--- src/rtl/mem_bus_arbiter.sv ---
// Round-robin arbiter sharing one AXI4-Lite-style memory port between the
// instruction-fetch (read-only) and data load/store requesters, one transaction at a time.
module mem_bus_arbiter #(
    parameter int ADDR_WIDTH = 32,
    parameter int DATA_WIDTH = 64
) (
    input  logic                      clk,
    input  logic                      rst,
    input  logic                      i_req,
    input  logic [ADDR_WIDTH-1:0]     i_addr,
    output logic [DATA_WIDTH-1:0]     i_rdata,
    output logic                      i_done,
    output logic                      i_err,
    input  logic                      d_req,
    input  logic                      d_we,
    input  logic [ADDR_WIDTH-1:0]     d_addr,
    input  logic [DATA_WIDTH-1:0]     d_wdata,
    input  logic [DATA_WIDTH/8-1:0]   d_wstrb,
    output logic [DATA_WIDTH-1:0]     d_rdata,
    output logic                      d_done,
    output logic                      d_err,
    output logic [ADDR_WIDTH-1:0]     araddr,
    output logic                      arvalid,
    input  logic                      arready,
    input  logic [DATA_WIDTH-1:0]     rdata,
    input  logic [1:0]                rresp,
    input  logic                      rvalid,
    output logic                      rready,
    output logic [ADDR_WIDTH-1:0]     awaddr,
    output logic                      awvalid,
    input  logic                      awready,
    output logic [DATA_WIDTH-1:0]     wdata,
    output logic [DATA_WIDTH/8-1:0]   wstrb,
    output logic                      wvalid,
    input  logic                      wready,
    input  logic [1:0]                bresp,
    input  logic                      bvalid,
    output logic                      bready
);
    localparam int STRB_WIDTH = DATA_WIDTH / 8;
    localparam logic SIDE_I = 1'b0;
    localparam logic SIDE_D = 1'b1;

    typedef enum logic [2:0] {
        S_IDLE    = 3'd0,
        S_RD_ADDR = 3'd1,
        S_RD_DATA = 3'd2,
        S_WR_REQ  = 3'd3,
        S_WR_RESP = 3'd4,
        S_DONE    = 3'd5
    } state_t;

    state_t                  state_r, state_nxt_s;
    logic                    last_grant_r, owner_r;
    logic                    grant_valid_s, grant_side_s;
    logic                    aw_ok_r, w_ok_r, aw_done_s, w_done_s, aw_ok_nxt_s, w_ok_nxt_s;
    logic [ADDR_WIDTH-1:0]   addr_r;
    logic [DATA_WIDTH-1:0]   wdata_r, i_rdata_r, d_rdata_r;
    logic [STRB_WIDTH-1:0]   wstrb_r;
    logic                    arvalid_r, rready_r, awvalid_r, wvalid_r, bready_r;
    logic                    i_done_r, d_done_r, i_err_r, d_err_r;
    logic                    arvalid_nxt_s, rready_nxt_s, awvalid_nxt_s, wvalid_nxt_s, bready_nxt_s;
    logic                    i_done_nxt_s, d_done_nxt_s, err_nxt_s, rd_cap_s;

    // Round-robin pick: a tie goes to the side that did not win last time.
    always_comb begin
        grant_valid_s = i_req | d_req;
        if (i_req && d_req) begin
            grant_side_s = ~last_grant_r;
        end else if (d_req) begin
            grant_side_s = SIDE_D;
        end else begin
            grant_side_s = SIDE_I;
        end
        aw_done_s = aw_ok_r | (awvalid_r & awready);
        w_done_s  = w_ok_r | (wvalid_r & wready);
    end

    // Next-state logic.
    always_comb begin
        state_nxt_s = state_r;
        case (state_r)
            S_IDLE: begin
                if (!grant_valid_s) begin
                    state_nxt_s = S_IDLE;
                end else if ((grant_side_s == SIDE_D) && d_we) begin
                    state_nxt_s = S_WR_REQ;
                end else begin
                    state_nxt_s = S_RD_ADDR;
                end
            end
            S_RD_ADDR: state_nxt_s = arready ? S_RD_DATA : S_RD_ADDR;
            S_RD_DATA: state_nxt_s = rvalid ? S_DONE : S_RD_DATA;
            S_WR_REQ:  state_nxt_s = (aw_done_s && w_done_s) ? S_WR_RESP : S_WR_REQ;
            S_WR_RESP: state_nxt_s = bvalid ? S_DONE : S_WR_RESP;
            S_DONE:    state_nxt_s = S_IDLE;
            default:   state_nxt_s = S_IDLE;
        endcase
    end

    // Output decode from the upcoming state so every bus/requester output is a flop.
    always_comb begin
        aw_ok_nxt_s   = (state_r == S_WR_REQ) ? aw_done_s : 1'b0;
        w_ok_nxt_s    = (state_r == S_WR_REQ) ? w_done_s : 1'b0;
        arvalid_nxt_s = (state_nxt_s == S_RD_ADDR);
        rready_nxt_s  = (state_nxt_s == S_RD_DATA);
        awvalid_nxt_s = (state_nxt_s == S_WR_REQ) && !aw_ok_nxt_s;
        wvalid_nxt_s  = (state_nxt_s == S_WR_REQ) && !w_ok_nxt_s;
        bready_nxt_s  = (state_nxt_s == S_WR_RESP);
        i_done_nxt_s  = (state_nxt_s == S_DONE) && (owner_r == SIDE_I);
        d_done_nxt_s  = (state_nxt_s == S_DONE) && (owner_r == SIDE_D);
        err_nxt_s     = (state_r == S_RD_DATA) ? (rresp != 2'b00) : (bresp != 2'b00);
        rd_cap_s      = (state_r == S_RD_DATA) && rvalid;
    end

    // State, handshake flags and registered control outputs.
    always_ff @(posedge clk) begin
        if (rst) begin
            state_r      <= S_IDLE;
            last_grant_r <= SIDE_D;
            owner_r      <= SIDE_I;
            aw_ok_r      <= 1'b0;
            w_ok_r       <= 1'b0;
            arvalid_r    <= 1'b0;
            rready_r     <= 1'b0;
            awvalid_r    <= 1'b0;
            wvalid_r     <= 1'b0;
            bready_r     <= 1'b0;
            i_done_r     <= 1'b0;
            d_done_r     <= 1'b0;
            i_err_r      <= 1'b0;
            d_err_r      <= 1'b0;
        end else begin
            state_r   <= state_nxt_s;
            aw_ok_r   <= aw_ok_nxt_s;
            w_ok_r    <= w_ok_nxt_s;
            arvalid_r <= arvalid_nxt_s;
            rready_r  <= rready_nxt_s;
            awvalid_r <= awvalid_nxt_s;
            wvalid_r  <= wvalid_nxt_s;
            bready_r  <= bready_nxt_s;
            i_done_r  <= i_done_nxt_s;
            d_done_r  <= d_done_nxt_s;
            i_err_r   <= i_done_nxt_s & err_nxt_s;
            d_err_r   <= d_done_nxt_s & err_nxt_s;
            if ((state_r == S_IDLE) && grant_valid_s) begin
                last_grant_r <= grant_side_s;
                owner_r      <= grant_side_s;
            end else begin
                last_grant_r <= last_grant_r;
                owner_r      <= owner_r;
            end
        end
    end

    // Request latch at grant; bus address/data come only from here.
    always_ff @(posedge clk) begin
        if (rst) begin
            addr_r  <= '0;
            wdata_r <= '0;
            wstrb_r <= '0;
        end else if ((state_r == S_IDLE) && grant_valid_s) begin
            addr_r  <= (grant_side_s == SIDE_D) ? d_addr : i_addr;
            wdata_r <= d_wdata;
            wstrb_r <= (grant_side_s == SIDE_D) ? d_wstrb : '0;
        end else begin
            addr_r  <= addr_r;
            wdata_r <= wdata_r;
            wstrb_r <= wstrb_r;
        end
    end

    // Read data holds until the same side completes another read.
    always_ff @(posedge clk) begin
        if (rst) begin
            i_rdata_r <= '0;
            d_rdata_r <= '0;
        end else if (rd_cap_s && (owner_r == SIDE_I)) begin
            i_rdata_r <= rdata;
        end else if (rd_cap_s && (owner_r == SIDE_D)) begin
            d_rdata_r <= rdata;
        end else begin
            i_rdata_r <= i_rdata_r;
            d_rdata_r <= d_rdata_r;
        end
    end

    assign araddr  = addr_r;
    assign awaddr  = addr_r;
    assign wdata   = wdata_r;
    assign wstrb   = wstrb_r;
    assign arvalid = arvalid_r;
    assign rready  = rready_r;
    assign awvalid = awvalid_r;
    assign wvalid  = wvalid_r;
    assign bready  = bready_r;
    assign i_done  = i_done_r;
    assign d_done  = d_done_r;
    assign i_err   = i_err_r;
    assign d_err   = d_err_r;
    assign i_rdata = i_rdata_r;
    assign d_rdata = d_rdata_r;
endmodule

--- config.mk ---
export PLATFORM = sky130hd
export DESIGN_NAME = mem_bus_arbiter
export DESIGN_NICKNAME = d
export VERILOG_FILES = /design/src/rtl/mem_bus_arbiter.sv
export SDC_FILE = /design/constraint.sdc
export NUM_CORES = 1
export LEC_CHECK = 0
export CORE_AREA = 4 4 186 188
export DETAILED_ROUTE_END_ITERATION = 6
export DIE_AREA = 0 0 190 192
export PLACE_DENSITY = 0.72
export SLEW_MARGIN = 20
export SYNTH_ARGS = -nofsm -noshare
export SYNTH_HDL_FRONTEND = slang
export SYNTH_SLANG_ARGS = --single-unit
--- constraint.sdc ---
create_clock -name clk -period 2.4 [get_ports clk]
set_input_delay 0.36 -clock clk [delete_from_list [all_inputs] [get_ports clk]]
set_output_delay 0.36 -clock clk [all_outputs]
set_load 0.02 [all_outputs]
[Word-level counts from Yosys, hierarchy flattened]
Index checks and enable logic that the tools add are counted.
Storage, ports and cells
  bits in registers: 248
  output and inout bits: 273
  ROM bits: 0
  memories kept: 0
  latch bits: 0
  memory bits (writable): 0
  input port bits: 214
Operators by class
  equal/unequal tests: 9
  reductions and logical operators: 17
  multiplexer cells: 14
  bitwise gates (word level): 10
  div/mod/pow operators: 0
  multiply operators: 0
  shift operators: 0
  $lt $le $gt $ge: 0
  add/sub/neg operators: 0
Operator list (number)
  $mux 32: 1
  $pmux 3 s5: 1
  $eq 3x2->1 const B: 4
  $logic_and 1x1->1: 11
  $eq 3x3->1 const B: 3
  $mux 8: 1
  $eq 3x1->1 const B: 2
  $mux 1: 6
  $mux 2: 3
  $mux 3: 2
  $and 1x1->1: 4
  $reduce_bool 2->1: 2
  $logic_not 3->1: 1
  $not 1->1: 3
  $or 1x1->1: 3
  $logic_not 1->1: 2
  $reduce_and 2->1: 1

[Longest topological paths before layout]
  depth after elaboration: 9
  mapped depth: 7
  mapped depth without buffers: 4

[Least setup slack after synthesis]
Ideal clock, no wire load.
  kind: in2reg
  start: in d_req
  end: reg awvalid_r, in the netlist awvalid
  required time: 2264 ps
  buffers on the path: 1
  setup time: 136 ps
  stages on the path: 5
  path slack: 997 ps
  arrival: 1267 ps
  cells stage by stage: a21boi_0 > buf_2 > and3_1 > o31ai_1 > nor3b_1
On the way
  cells in the longest elaborated chain, start to end: 8
  elaborated cells on any way between the ends: 10
Ends and longest elaborated chain
  start: declaration: line 14  | input logic d_req,
  $mux 1 or $logic_and 1x1->1 (tied branches): line 70, 68
  $mux 1: line 68  | if (i_req && d_req) begin
  $logic_and 1x1->1: line 86  | end else if ((grant_side_s == SIDE_D) && d_we) begin
  $mux 2: line 86
  $mux 2 (*): line 84  | if (!grant_valid_s) begin
  $pmux 3 s5 (*): line 82  | case (state_r)
  $eq 3x2->1 (*): line 107  | awvalid_nxt_s = (state_nxt_s == S_WR_REQ) && !aw_ok_nxt_s;
  $logic_and 1x1->1 (*): line 107
  end signal: assignment: line 139  | awvalid_r <= awvalid_nxt_s;
  end: declaration: line 60  | logic arvalid_r, rready_r, awvalid_r, wvalid_r, bready_r;
Every way passes the cells marked *; elsewhere a longest branch is shown, timed or not.
A chain may end at the register's enable or synchronous reset.

[Worst setup path after layout]
  start: reg addr_r[29], in the netlist araddr[29]
  end: out awaddr[29]
RTL lines
  start: declaration: line 57  | logic [ADDR_WIDTH-1:0] addr_r;
  start signal: assignment: line 163  | addr_r <= (grant_side_s == SIDE_D) ? d_addr : i_addr;
  start signal: assignment: line 167  | addr_r <= addr_r;
  end: declaration: line 29  | output logic [ADDR_WIDTH-1:0] awaddr,
No word-level cell between the ends.

==> reports/summary.txt <==
RUN STATUS
--------------------------------------------------------------------------------
Outcome ........................................................... finished, final reports clean

TIMING
--------------------------------------------------------------------------------
Count of final hold-check violations ..............................            0
Worst hold margin .................................................     0.378 ns
Slew at the pin with the worst max-slew slack .....................     0.593 ns
Post-route clock period utilization ...............................        82.0%
Worst max-slew margin expressed relative to the limit .............        60.5%
Highest achievable clock rate .....................................    0.508 GHz
Post-route minimum period .........................................      1.97 ns
Setup repair after global routing missed its margin ...............        false
Final Slew Violations .............................................            0
Summed negative setup slack over all endpoints ....................         0 ns
Final-report setup violation count ................................            0
Clock skew after layout ...........................................   0.00811 ns

CTS
--------------------------------------------------------------------------------
Clock tree from TritonCTS .........................................        built
TritonCTS sink count ..............................................          248
Number of hold buffers added after cts ............................            0
Clock Path Buffers ................................................            3
Number of post-CTS setup repair buffers ...........................            0
Count of instances resized after the clock tree is built ..........            0
Latest clock arrival within the worst-skew pair ...................      0.53 ns
Clock tree root driver cell .......................................    clkbuf_16
CTS clk-pin slew, worst paths .....................................      0.06 ns
H-tree levels .....................................................            1
Number of CTS-inserted buffers ....................................           28

GLOBAL ROUTING
--------------------------------------------------------------------------------
Number of antenna violations at the first check in global routing .            0
Overall global routing resource usage .............................        17.7%
Pin count of the biggest net entering global routing ..............           80
Overflow after GRT ................................................            0
First-pass GRT wire length ........................................ 51600 microns
Vias in the first global route ....................................         9181

PWR
--------------------------------------------------------------------------------
Logic gate share of total power ...................................        25.1%
Share of total power in sequential cells ..........................        39.8%
PD cells ..........................................................  763 nW/um^2
Worst supply voltage drop on vdd ..................................     0.511 mV
P_int .............................................................      8.28 mW
Net switching share of the total power ............................        29.4%
Power dissipated by switching net loads ...........................      3.45 mW
Post-layout power .................................................      11.7 mW
Share of total power in the clock network .........................        35.1%
Leak pwr ..........................................................      5.44 nW

FINISH
--------------------------------------------------------------------------------
Number of antenna diodes ..........................................            0
Most frequent cells in the layout ................................. 485 x clkdlybuf4s50_1, 388 x nand2_1, 248 x dfxtp_1
Fraction of layout instances using a drive strength above 1 .......        6.31%
Number of filler cells placed in the layout .......................         3076
Area grow syn2layout ..............................................        65.4%
Final-stage net count .............................................         1762
Commonest non-fill, non-tap cell in the layout .................... clkdlybuf4s50_1

SETUP PATH
--------------------------------------------------------------------------------
Kind of cell adding the most delay to the critical path ........... buffers and inverters
Required time of the critical path ................................      2.04 ns
Type of element launching the critical path .......................     register
Path type of the worst setup path .................................      reg2out
Arrival time at the worst endpoint ................................      1.61 ns
Maximum single-stage delay on the critical path ...................      0.65 ns
Crit path max-delay cell type ..................................... clkdlybuf4s50_1
Endpoint kind of the worst setup timing path ......................  output port
CP cell instances ................................................. clkdlybuf4s50_1
Crit Path Max Fanout ..............................................            3
Buffers and inverters on the worst path ...........................            1

PLACEMENT
--------------------------------------------------------------------------------
Final weighted congestion in routability-driven placement .........        0.804
DP HPWL ........................................................... 26100 microns
Count of port buffers added during placement ......................          486

ROUTING
--------------------------------------------------------------------------------
Final antenna-violating net count .................................            0
Number of iterations in the first detailed-routing pass ...........            5
Via total after detailed routing ..................................         9178
Average wire per cell in the routed design ........................ 17.0 microns
DR vias/cell ......................................................         4.55
Sum of routed wire length over all layers ......................... 34300 microns
Starting DRC count in detailed routing ............................          368
DRC Markers .......................................................            0

SYNTH
--------------------------------------------------------------------------------
Unique masters post-synth .........................................           42
Number of synthesis warnings ......................................            0
Count of flip-flops with a built-in enable after synthesis ........            0
Post-synth ARST share .............................................           0%
Top_reg_cell synth ................................................      dfxtp_1
Mapped Nets .......................................................         1329
Cells after synthesis .............................................         1115
Portion of the post-synthesis area used by sequential elements ....        53.4%
Post-Syn Area per Cell ............................................   8.33 sq um
#FFs+latches synth ................................................          248
Post-synthesis instance area ......................................   9290 sq um

FLOORPLANNING
--------------------------------------------------------------------------------
Core area .........................................................  33100 sq um
I/O Pins ..........................................................          487
Number of rows created at floorplan ...............................           67
Starting density of the core ......................................        28.1%
Die Span Y ........................................................  192 microns
Die width .........................................................  190 microns
Die area ..........................................................  36500 sq um

RUN
--------------------------------------------------------------------------------
# Max-Cap Violations ..............................................            0

WORST HOLD PATH
--------------------------------------------------------------------------------
Path class of the lowest-slack min-delay path .....................       in2reg

[per-layer routing]
metal	track usage, %	wire, microns	share of wire (%)
met3	5.31	3110	9.1
met5	0	0	0
met4	6.12	1260	3.7
met2	31.6	17100	50
met1	20.0	12900	37
[area by class of cell]
| class | instances | area [sq um] | area share [%] |
|---|---|---|---|
| repair buffers | 520 | 5270 | 34.3 |
| flip-flops and latches | 248 | 4960 | 32.3 |
| multi-input cells | 748 | 3680 | 23.9 |
| clock buffers | 40 | 807 | 5.25 |
| well taps | 448 | 561 | 3.65 |
| clock inverters | 10 | 81.3 | 0.529 |
| inverters | 2 | 7.51 | 0.0488 |
[Yosys cell counts, types with 2 or more instances]
cell | n | area, sq um
a21o_1 | 2 | 15.0
mux2i_1 | 33 | 330
dfxtp_1 | 248 | 4960
a22oi_1 | 8 | 60.1
inv_1 | 2 | 7.51
a211oi_1 | 27 | 203
nor3b_1 | 2 | 15.0
nor2b_1 | 2 | 12.5
a211oi_2 | 5 | 62.6
nand2b_1 | 3 | 18.8
and2_1 | 3 | 18.8
nor3_1 | 6 | 30.0
a21oi_1 | 196 | 981
buf_4 | 46 | 345
buf_2 | 34 | 170
nand2_1 | 389 | 1460
nor2_1 | 50 | 188
clkbuf_1 | 32 | 120
buf_6 | 4 | 45.0
[cell families after synthesis]
group | count (synthesis) | share of synthesized area [%]
simple gates | 467 | 20.1
compound gates | 248 | 15.4
mux | 33 | 3.56
buf+inv | 119 | 7.45
flops | 248 | 53.4
[power groups by stage]
| stage | combinational, mW | clock (mW) | sequential [mW] |
|---|---|---|---|
| floorplan | 1.21 | 0 | 5.08 |
| global placement | 2.94 | 0 | 4.74 |
| detailed placement | 2.97 | 0 | 4.75 |
| CTS | 2.98 | 4.24 | 4.67 |
| global route | 3.15 | 4.44 | 4.71 |
| finish | 2.94 | 4.12 | 4.67 |
[registers in the layout, indices dropped and copies added (netlist names)]
| name | count |
|---|---|
| araddr | 32 |
| arvalid | 1 |
| aw_ok_r | 1 |
| awvalid | 1 |
| bready | 1 |
| d_done | 1 |
| d_err | 1 |
| d_rdata | 64 |
| i_done | 1 |
| i_err | 1 |
| i_rdata | 64 |
| last_grant_r | 1 |
| owner_r | 1 |
| rready | 1 |
| state_r | 3 |
| w_ok_r | 1 |
| wdata | 64 |
| wstrb | 8 |
| wvalid | 1 |
[worst min-delay path: cells and delay by family]
| kind | cells | cell delay, ns |
|---|---|---|
| AOI/OAI and AO/OA | 1 | 0.05 |
| buffers and inverters | 1 | 0.39 |
| and+or+nand+nor | 1 | 0.05 |
[worst paths after layout]
kind | startpoint | end | slack, ns | cells after the start
setup / recovery | araddr[29]$_SDFFE_PP0P_ | awaddr[29] | 0.43 | 1
setup reg to reg | state_r[2]$_SDFF_PP0_ | wdata[12]$_SDFFE_PP0P_ | 0.53 | 5
hold / removal | d_wdata[57] | wdata[57]$_SDFFE_PP0P_ | 0.38 | 3
hold reg to reg | i_rdata[2]$_SDFFE_PP0P_ | i_rdata[2]$_SDFFE_PP0P_ | 0.45 | 2
[through the flow]
stage,util [%],cells,area (sq um),setup slack [ns]
after global placement,43.7,1966,14500,0.291
after detailed placement,43.7,1966,14500,0.243
after global routing,46.4,2016,15400,0.340
final,46.4,2016,15400,0.433
after floorplan,-,1115,9290,0.997
after CTS,46.4,2016,15400,0.390
Power figures use the tool's default switching activity.
